===== config.mk =====
export PLATFORM = sky130hd
export DESIGN_NAME = data_mem_responder
export DESIGN_NICKNAME = d
export VERILOG_FILES = /design/src/rtl/mem_map_pkg.sv /design/src/rtl/tx_fifo.sv /design/src/rtl/data_mem_responder.sv
export SDC_FILE = /design/constraint.sdc
export NUM_CORES = 2
export LEC_CHECK = 0
export CORE_ASPECT_RATIO = 0.5
export CORE_MARGIN = 3
export CORE_UTILIZATION = 54
export CTS_CLUSTER_SIZE = 30
export DETAILED_ROUTE_END_ITERATION = 16
export PLACE_DENSITY = 0.72
export SLEW_MARGIN = 10
export SYNTH_ARGS = -nofsm -noshare
export SYNTH_HDL_FRONTEND = slang
export SYNTH_MEMORY_MAX_BITS = 65536
export SYNTH_SLANG_ARGS = --single-unit
export TNS_END_PERCENT = 30

===== constraint.sdc =====
create_clock -name CLK -period 3.05 [get_ports CLK]
set_input_delay 0.61 -clock CLK [delete_from_list [all_inputs] [get_ports CLK]]
set_output_delay 0.61 -clock CLK [all_outputs]
set_load 0.05 [all_outputs]

===== src/rtl/mem_map_pkg.sv =====
// Shared address map, STATUS bit layout and address decoder for the data memory responder.
package mem_map_pkg;

    localparam logic [31:0] RAM_BASE    = 32'h0000_0000;
    localparam logic [31:0] ADDR_LED    = 32'h0000_0800;
    localparam logic [31:0] ADDR_STATUS = 32'h0000_0804;
    localparam logic [31:0] ADDR_TXDATA = 32'h0000_0808;
    localparam logic [31:0] ADDR_CYCLES = 32'h0000_080C;

    localparam int unsigned STATUS_CNT_LSB   = 0;
    localparam int unsigned STATUS_EMPTY_BIT = 4;
    localparam int unsigned STATUS_FULL_BIT  = 5;
    localparam int unsigned STATUS_OVF_BIT   = 6;

    typedef enum logic [2:0] {
        RegNone,
        RegRam,
        RegLed,
        RegStatus,
        RegTxData,
        RegCycles
    } region_e;

    // Word-granular decode; the two byte-offset bits never affect the region.
    function automatic region_e decode_addr(input logic [31:0] addr,
                                            input logic [31:0] ram_bytes);
        logic [31:0] w_word;
        w_word = addr & 32'hFFFF_FFFC;
        if ((w_word - RAM_BASE) < ram_bytes) return RegRam;
        else if (w_word == ADDR_LED)         return RegLed;
        else if (w_word == ADDR_STATUS)      return RegStatus;
        else if (w_word == ADDR_TXDATA)      return RegTxData;
        else if (w_word == ADDR_CYCLES)      return RegCycles;
        else                                 return RegNone;
    endfunction

endpackage


===== src/rtl/tx_fifo.sv =====
// Byte transmit FIFO with wrapping pointers and an occupancy count of 0..DEPTH.
module tx_fifo #(
    parameter int unsigned DEPTH = 8,
    localparam int unsigned AW   = $clog2(DEPTH),
    localparam int unsigned CW   = AW + 1
) (
    input  logic          i_clk,
    input  logic          i_rst_n,
    input  logic          i_push,
    input  logic [7:0]    i_data,
    input  logic          i_pop,
    output logic [7:0]    o_data,
    output logic          o_full,
    output logic          o_empty,
    output logic [CW-1:0] o_count
);

    logic [7:0]    r_mem [DEPTH];
    logic [AW-1:0] r_rd_ptr;
    logic [AW-1:0] r_wr_ptr;
    logic [CW-1:0] r_count;

    logic w_pop;
    logic w_push;

    assign o_empty = (r_count == '0);
    assign o_full  = (r_count == CW'(DEPTH));
    assign o_count = r_count;

    // A pop frees a slot in the same cycle, so a full FIFO may still accept a push.
    assign w_pop  = i_pop && !o_empty;
    assign w_push = i_push && (!o_full || w_pop);

    assign o_data = o_empty ? 8'h00 : r_mem[r_rd_ptr];

    always_ff @(posedge i_clk or negedge i_rst_n) begin
        if (!i_rst_n) begin
            r_rd_ptr <= '0;
            r_wr_ptr <= '0;
            r_count  <= '0;
        end else begin
            if (w_push) r_wr_ptr <= r_wr_ptr + AW'(1);
            if (w_pop)  r_rd_ptr <= r_rd_ptr + AW'(1);
            if (w_push && !w_pop)      r_count <= r_count + CW'(1);
            else if (w_pop && !w_push) r_count <= r_count - CW'(1);
        end
    end

    always_ff @(posedge i_clk) begin
        if (w_push) r_mem[r_wr_ptr] <= i_data;
    end

endmodule


===== src/rtl/data_mem_responder.sv =====
// Memory-mapped data RAM, LED register, byte TX FIFO and optional cycle counter.
// The cycle counter at 0x80C is built only when DATA_MEM_CYCLE_COUNTER_EN is defined.
module data_mem_responder
    import mem_map_pkg::*;
#(
    parameter int unsigned RAM_DEPTH  = 128,
    parameter int unsigned FIFO_DEPTH = 8
) (
    input  logic        CLK,
    input  logic        Reset,
    input  logic        MemWrite,
    input  logic [31:0] ALUResult,
    input  logic [31:0] WriteData,
    output logic [31:0] ReadData,
    output logic [7:0]  LED,
    output logic [7:0]  TxData,
    output logic        TxValid,
    input  logic        TxReady
);

    localparam int unsigned RamAw    = $clog2(RAM_DEPTH);
    localparam int unsigned CntW     = $clog2(FIFO_DEPTH) + 1;
    localparam logic [31:0] RamBytes = 32'(RAM_DEPTH * 4);

    region_e          w_region;
    logic [RamAw-1:0] w_ram_idx;
    logic             w_wr_ram;
    logic             w_wr_led;
    logic             w_wr_status;
    logic             w_push_req;
    logic             w_push;
    logic             w_pop;
    logic             w_drop;
    logic             w_full;
    logic             w_empty;
    logic [CntW-1:0]  w_count;
    logic [3:0]       w_cnt4;
    logic [31:0]      w_status;
    logic [31:0]      w_cycles;

    logic [31:0]      r_ram [RAM_DEPTH];
    logic [7:0]       r_led;
    logic             r_ovf;

    assign w_region    = decode_addr(ALUResult, RamBytes);
    assign w_ram_idx   = ALUResult[RamAw+1:2];
    assign w_wr_ram    = MemWrite && (w_region == RegRam);
    assign w_wr_led    = MemWrite && (w_region == RegLed);
    assign w_wr_status = MemWrite && (w_region == RegStatus);
    assign w_push_req  = MemWrite && (w_region == RegTxData);

    assign TxValid = !w_empty;
    assign w_pop   = TxValid && TxReady;
    assign w_push  = w_push_req && (!w_full || w_pop);
    assign w_drop  = w_push_req && w_full && !w_pop;

    tx_fifo #(
        .DEPTH (FIFO_DEPTH)
    ) u_tx_fifo (
        .i_clk   (CLK),
        .i_rst_n (Reset),
        .i_push  (w_push),
        .i_data  (WriteData[7:0]),
        .i_pop   (w_pop),
        .o_data  (TxData),
        .o_full  (w_full),
        .o_empty (w_empty),
        .o_count (w_count)
    );

    always_ff @(posedge CLK) begin
        if (w_wr_ram) r_ram[w_ram_idx] <= WriteData;
    end

    always_ff @(posedge CLK or negedge Reset) begin
        if (!Reset) begin
            r_led <= 8'h00;
            r_ovf <= 1'b0;
        end else begin
            if (w_wr_led) r_led <= WriteData[7:0];
            if (w_wr_status) r_ovf <= 1'b0;
            else if (w_drop) r_ovf <= 1'b1;
        end
    end

    assign LED = r_led;

`ifdef DATA_MEM_CYCLE_COUNTER_EN
    logic [31:0] r_cycles;
    logic        w_wr_cycles;

    assign w_wr_cycles = MemWrite && (w_region == RegCycles);

    always_ff @(posedge CLK or negedge Reset) begin
        if (!Reset)           r_cycles <= '0;
        else if (w_wr_cycles) r_cycles <= '0;
        else                  r_cycles <= r_cycles + 32'd1;
    end

    assign w_cycles = r_cycles;
`else
    assign w_cycles = '0;
`endif

    // Count field is four bits wide regardless of FIFO_DEPTH.
    assign w_cnt4 = 4'(w_count);

    always_comb begin
        w_status = '0;
        w_status[STATUS_CNT_LSB +: 4]  = w_cnt4;
        w_status[STATUS_EMPTY_BIT]     = w_empty;
        w_status[STATUS_FULL_BIT]      = w_full;
        w_status[STATUS_OVF_BIT]       = r_ovf;
    end

    always_comb begin
        ReadData = '0;
        unique case (w_region)
            RegRam:    ReadData = r_ram[w_ram_idx];
            RegLed:    ReadData = {24'h0, r_led};
            RegStatus: ReadData = w_status;
            RegCycles: ReadData = w_cycles;
            default:   ReadData = '0;
        endcase
    end

endmodule


==> flow_metrics.env <==
export IMPL_synth_edf_count=4160
export IMPL_period_minus_slack_ns=4.17
export IMPL_cp_required_ns=2.44
export IMPL_fin_setup_tns_ns=-28.28
export IMPL_routed_via_count=83200
export IMPL_synthTopCellsByArea="edfxtp_1, mux4_2, mux2i_1"
export IMPL_end_kind="output pin"
export IMPL_hpwl_mm=285
export IMPL_dp_cells=11400
export IMPL_crit_path_start_kind="register"
export IMPL_syn_area_per_cell_um2=24.3
export IMPL_wl_per_cell_um=39.0
export IMPL_whs_ns=0.110
export IMPL_track_usage_pct=31.0
export IMPL_synth_cells=6602
export IMPL_rsz0062_at_grt="yes"
export IMPL_violations="setup timing"
export IMPL_cts_reportedPaths_clkPinSlew_ns=0.07
export IMPL_skew_ns=0.0181
export IMPL_num_io_pins=117
export IMPL_max_slew_margin_pct=33.5
export IMPL_tightest_slew_ns=0.997
export IMPL_clkSinkCount=4179
export IMPL_status="finished, violations left"
export IMPL_htree_levels=5
export IMPL_routed_wl_mm=471
export IMPL_fmax_ghz=0.240
export IMPL_drt_met1_wl_mm=168
export IMPL_drive_gt1_share_pct=40.1
export IMPL_vdd_drop_max_mv=0.403
export IMPL_worstHoldStart="WriteData[14]"
export IMPL_drv_cap=0
export IMPL_portBuffers=114
export IMPL_floorplan_initialDensity_pct=54.7
export IMPL_stdcell_count=12100
export IMPL_r2r_start="u_tx_fifo.o_count[1]"
export IMPL_die_h_um=391
export IMPL_yosys_area_top_type="edfxtp_1"
export IMPL_cp_startpoint="r_ram[70][6]"
export IMPL_setup_violations=40
export IMPL_criticalPathCategory="register to output pin"
export IMPL_syn_num_nets=6676
export IMPL_totalPowerFinal_mw=115
export IMPL_ant_nets=0
export IMPL_syn2layout_area_growth_pct=20.1
export IMPL_fin_nets=7966
export IMPL_yosys_area_top_type_share_pct=77.9
export IMPL_num_fill_cells=17800
export IMPL_drc=0
export IMPL_top_layer_used="met5"
export IMPL_yosys_warnings=0
export IMPL_die_area_mm2=0.304
export IMPL_dominantRegCellSynth="edfxtp_1"
export IMPL_final_max_slew_viol_count=0
export IMPL_dieWidth_um=777
export IMPL_synth_distinct_cells=60
export IMPL_antenna_found_initial=25
export IMPL_min_path_type="input port to register"
export IMPL_core_area_mm2=0.293
export IMPL_insertion_delay_ns=0.89
export IMPL_cts_inserted_buffers=356
export IMPL_place_gp_congestion=0.895
export IMPL_mostFrequentLayoutCells="edfxtp_1, mux4_2, buf_4"
export IMPL_fp_row_count=140
export IMPL_crit_fanout=1
export IMPL_grt_overflow_total=0
export IMPL_final_common_cell="edfxtp_1"
export IMPL_vias_per_cell=6.89
export IMPL_powerDensity_mw_per_mm2=599
export IMPL_cts_buffer_depth=4
export IMPL_grt_pass1_wl_mm=652
export IMPL_r2r_slack_ns=0.49
export IMPL_cts_tree="built"
export IMPL_wl_met3_mm=68.0
export IMPL_max_stage_delay_ns=0.58
export IMPL_finalHoldViolCount=0
export IMPL_crit_path_top_delay_cell="mux4_2"
export IMPL_cts_root_buf="clkbuf_16"
export IMPL_layout_setup_ws_ns=-1.12
export IMPL_dr_pass1_iters=6
export IMPL_drt_iter0_markers=14900
export IMPL_timing_final_crit_share_pct=137
export IMPL_grt_max_degree=138
export IMPL_path_cells="mux4_2 -> mux4_2 -> or3_4 -> o2111ai_4 -> o211ai_1 -> buf_4 -> buf_12"
export IMPL_p_leak_nw=61.5
export IMPL_grt_pass1_vias=81400
export IMPL_cp_arrival_ns=3.56
export IMPL_routed_wl_met2_mm=217
export IMPL_seq_area_frac_synth_pct=78.2
export IMPL_critical_path_most_common_cell="mux4_2"
export IMPL_ys_seq_elements=4179
export IMPL_synth_area_mm2=0.160
export IMPL_synthArstFlopShare_pct=0.455
[sequential cells by signal, summed over array words and instances (netlist names)]
name                flops
u_tx_fifo.o_count       4
r_ovf                   1
r_ram                4096
LED                     8
u_tx_fifo.r_wr_ptr      3
u_tx_fifo.r_rd_ptr      3
u_tx_fifo.r_mem        64
[routing by layer]
layer | vias to the layer above | GRT usage (%)
met5 | - | 0
met4 | 14 | 10.3
met3 | 964 | 9.27
met2 | 6954 | 46.9
met1 | 44100 | 43.9
li1 | 31200 | -
[logic make-up after synthesis]
group,count (synthesis),share of synthesized area (%)
fa+ha+maj,6,0.0515
simple gates,341,0.928
compound gates,263,1.17
buf+inv,365,1.39
flops,4179,78.2
mux,1440,18.2
xor+xnor,8,0.0437
[worst max-delay path: cells and delay by family (launching register included)]
kind	cells	cell delay [ns]
AND/OR/NAND/NOR	1	0.45
multiplexers	2	1.06
buffers and inverters	2	0.37
AO/OA/AOI/OAI	2	0.39
flip-flops	1	0.37
[cells in the mapped netlist, types with 3 or more instances]
| cell | count |
|---|---|
| a21oi_1 | 23 |
| nor2_1 | 174 |
| nand2b_1 | 9 |
| mux2_2 | 24 |
| buf_6 | 48 |
| inv_1 | 4 |
| edfxtp_1 | 4160 |
| a2111oi_0 | 6 |
| xnor2_1 | 6 |
| ha_1 | 5 |
| o22ai_1 | 20 |
| mux2i_1 | 238 |
| mux4_2 | 1178 |
| buf_8 | 4 |
| or3_1 | 6 |
| nand3_1 | 13 |
| nor2b_1 | 11 |
| and3_1 | 17 |
| o211ai_1 | 16 |
| dfrtp_1 | 19 |
| nor4_1 | 10 |
| buf_2 | 112 |
| nand4_1 | 3 |
| a32oi_1 | 3 |
| a211oi_1 | 11 |
| a22oi_1 | 90 |
| nand2_1 | 73 |
| and2_1 | 4 |
| a221oi_1 | 17 |
| buf_1 | 21 |
| o221ai_1 | 7 |
| clkbuf_1 | 94 |
| a311oi_1 | 4 |
| a31oi_1 | 25 |
| nor3_1 | 15 |
| o21ai_0 | 22 |
| buf_4 | 79 |
[worst paths after layout]
| kind | cells past startpoint | end |
|---|---|---|
| max in group asynchronous | 1 | u_tx_fifo.r_rd_ptr[0] |
| setup / recovery | 7 | ReadData[6] |
| setup reg to reg | 12 | u_tx_fifo.o_count[3] |
| hold / removal | 1 | r_ram[15][14] |
| min in group asynchronous | 1 | u_tx_fifo.r_rd_ptr[2] |
| hold reg to reg | 1 | u_tx_fifo.r_wr_ptr[0] |
[area by class of cell]
class | count | area (µm²) | share of cell area [%]
repair buffers | 1291 | 15800 | 8.20
clock buffers | 433 | 9320 | 4.84
diodes | 4 | 10.0 | 0.00520
multi-input cells | 2058 | 35300 | 18.3
well taps | 3905 | 4890 | 2.54
inverters | 6 | 30.0 | 0.0156
clock inverters | 198 | 1900 | 0.984
flip-flops and latches | 4179 | 125000 | 65.1
[metrics by stage]
| stage | worst slack (ns) | cell area [µm²] | utilization (%) |
|---|---|---|---|
| after floorplan | -0.407 | 162000 | - |
| after CTS | -1.14 | 192000 | 65.4 |
| after global routing | -1.17 | 193000 | 65.7 |
| after global placement | -1.68 | 179000 | 61.0 |
| after detailed placement | -1.70 | 179000 | 61.0 |
| final | -1.12 | 193000 | 65.7 |
[report_power, final]
group / total (mW) / internal [mW] / switching (mW)
logic: 7.17 / 3.01 / 4.16
registers: 63.1 / 63.1 / 0.0000143
clock network: 45.2 / 24.6 / 20.6
[repair_timing]
item	4_1_cts	5_1_grt
setup endpoints to repair	40	40
gates resized for setup	229	124
pin swaps	33	32
gates cloned	11	2
endpoints found under the hold margin	8	0
hold buffers	1	0
buffers inserted	27	33
(Power assumes the default switching activity.)
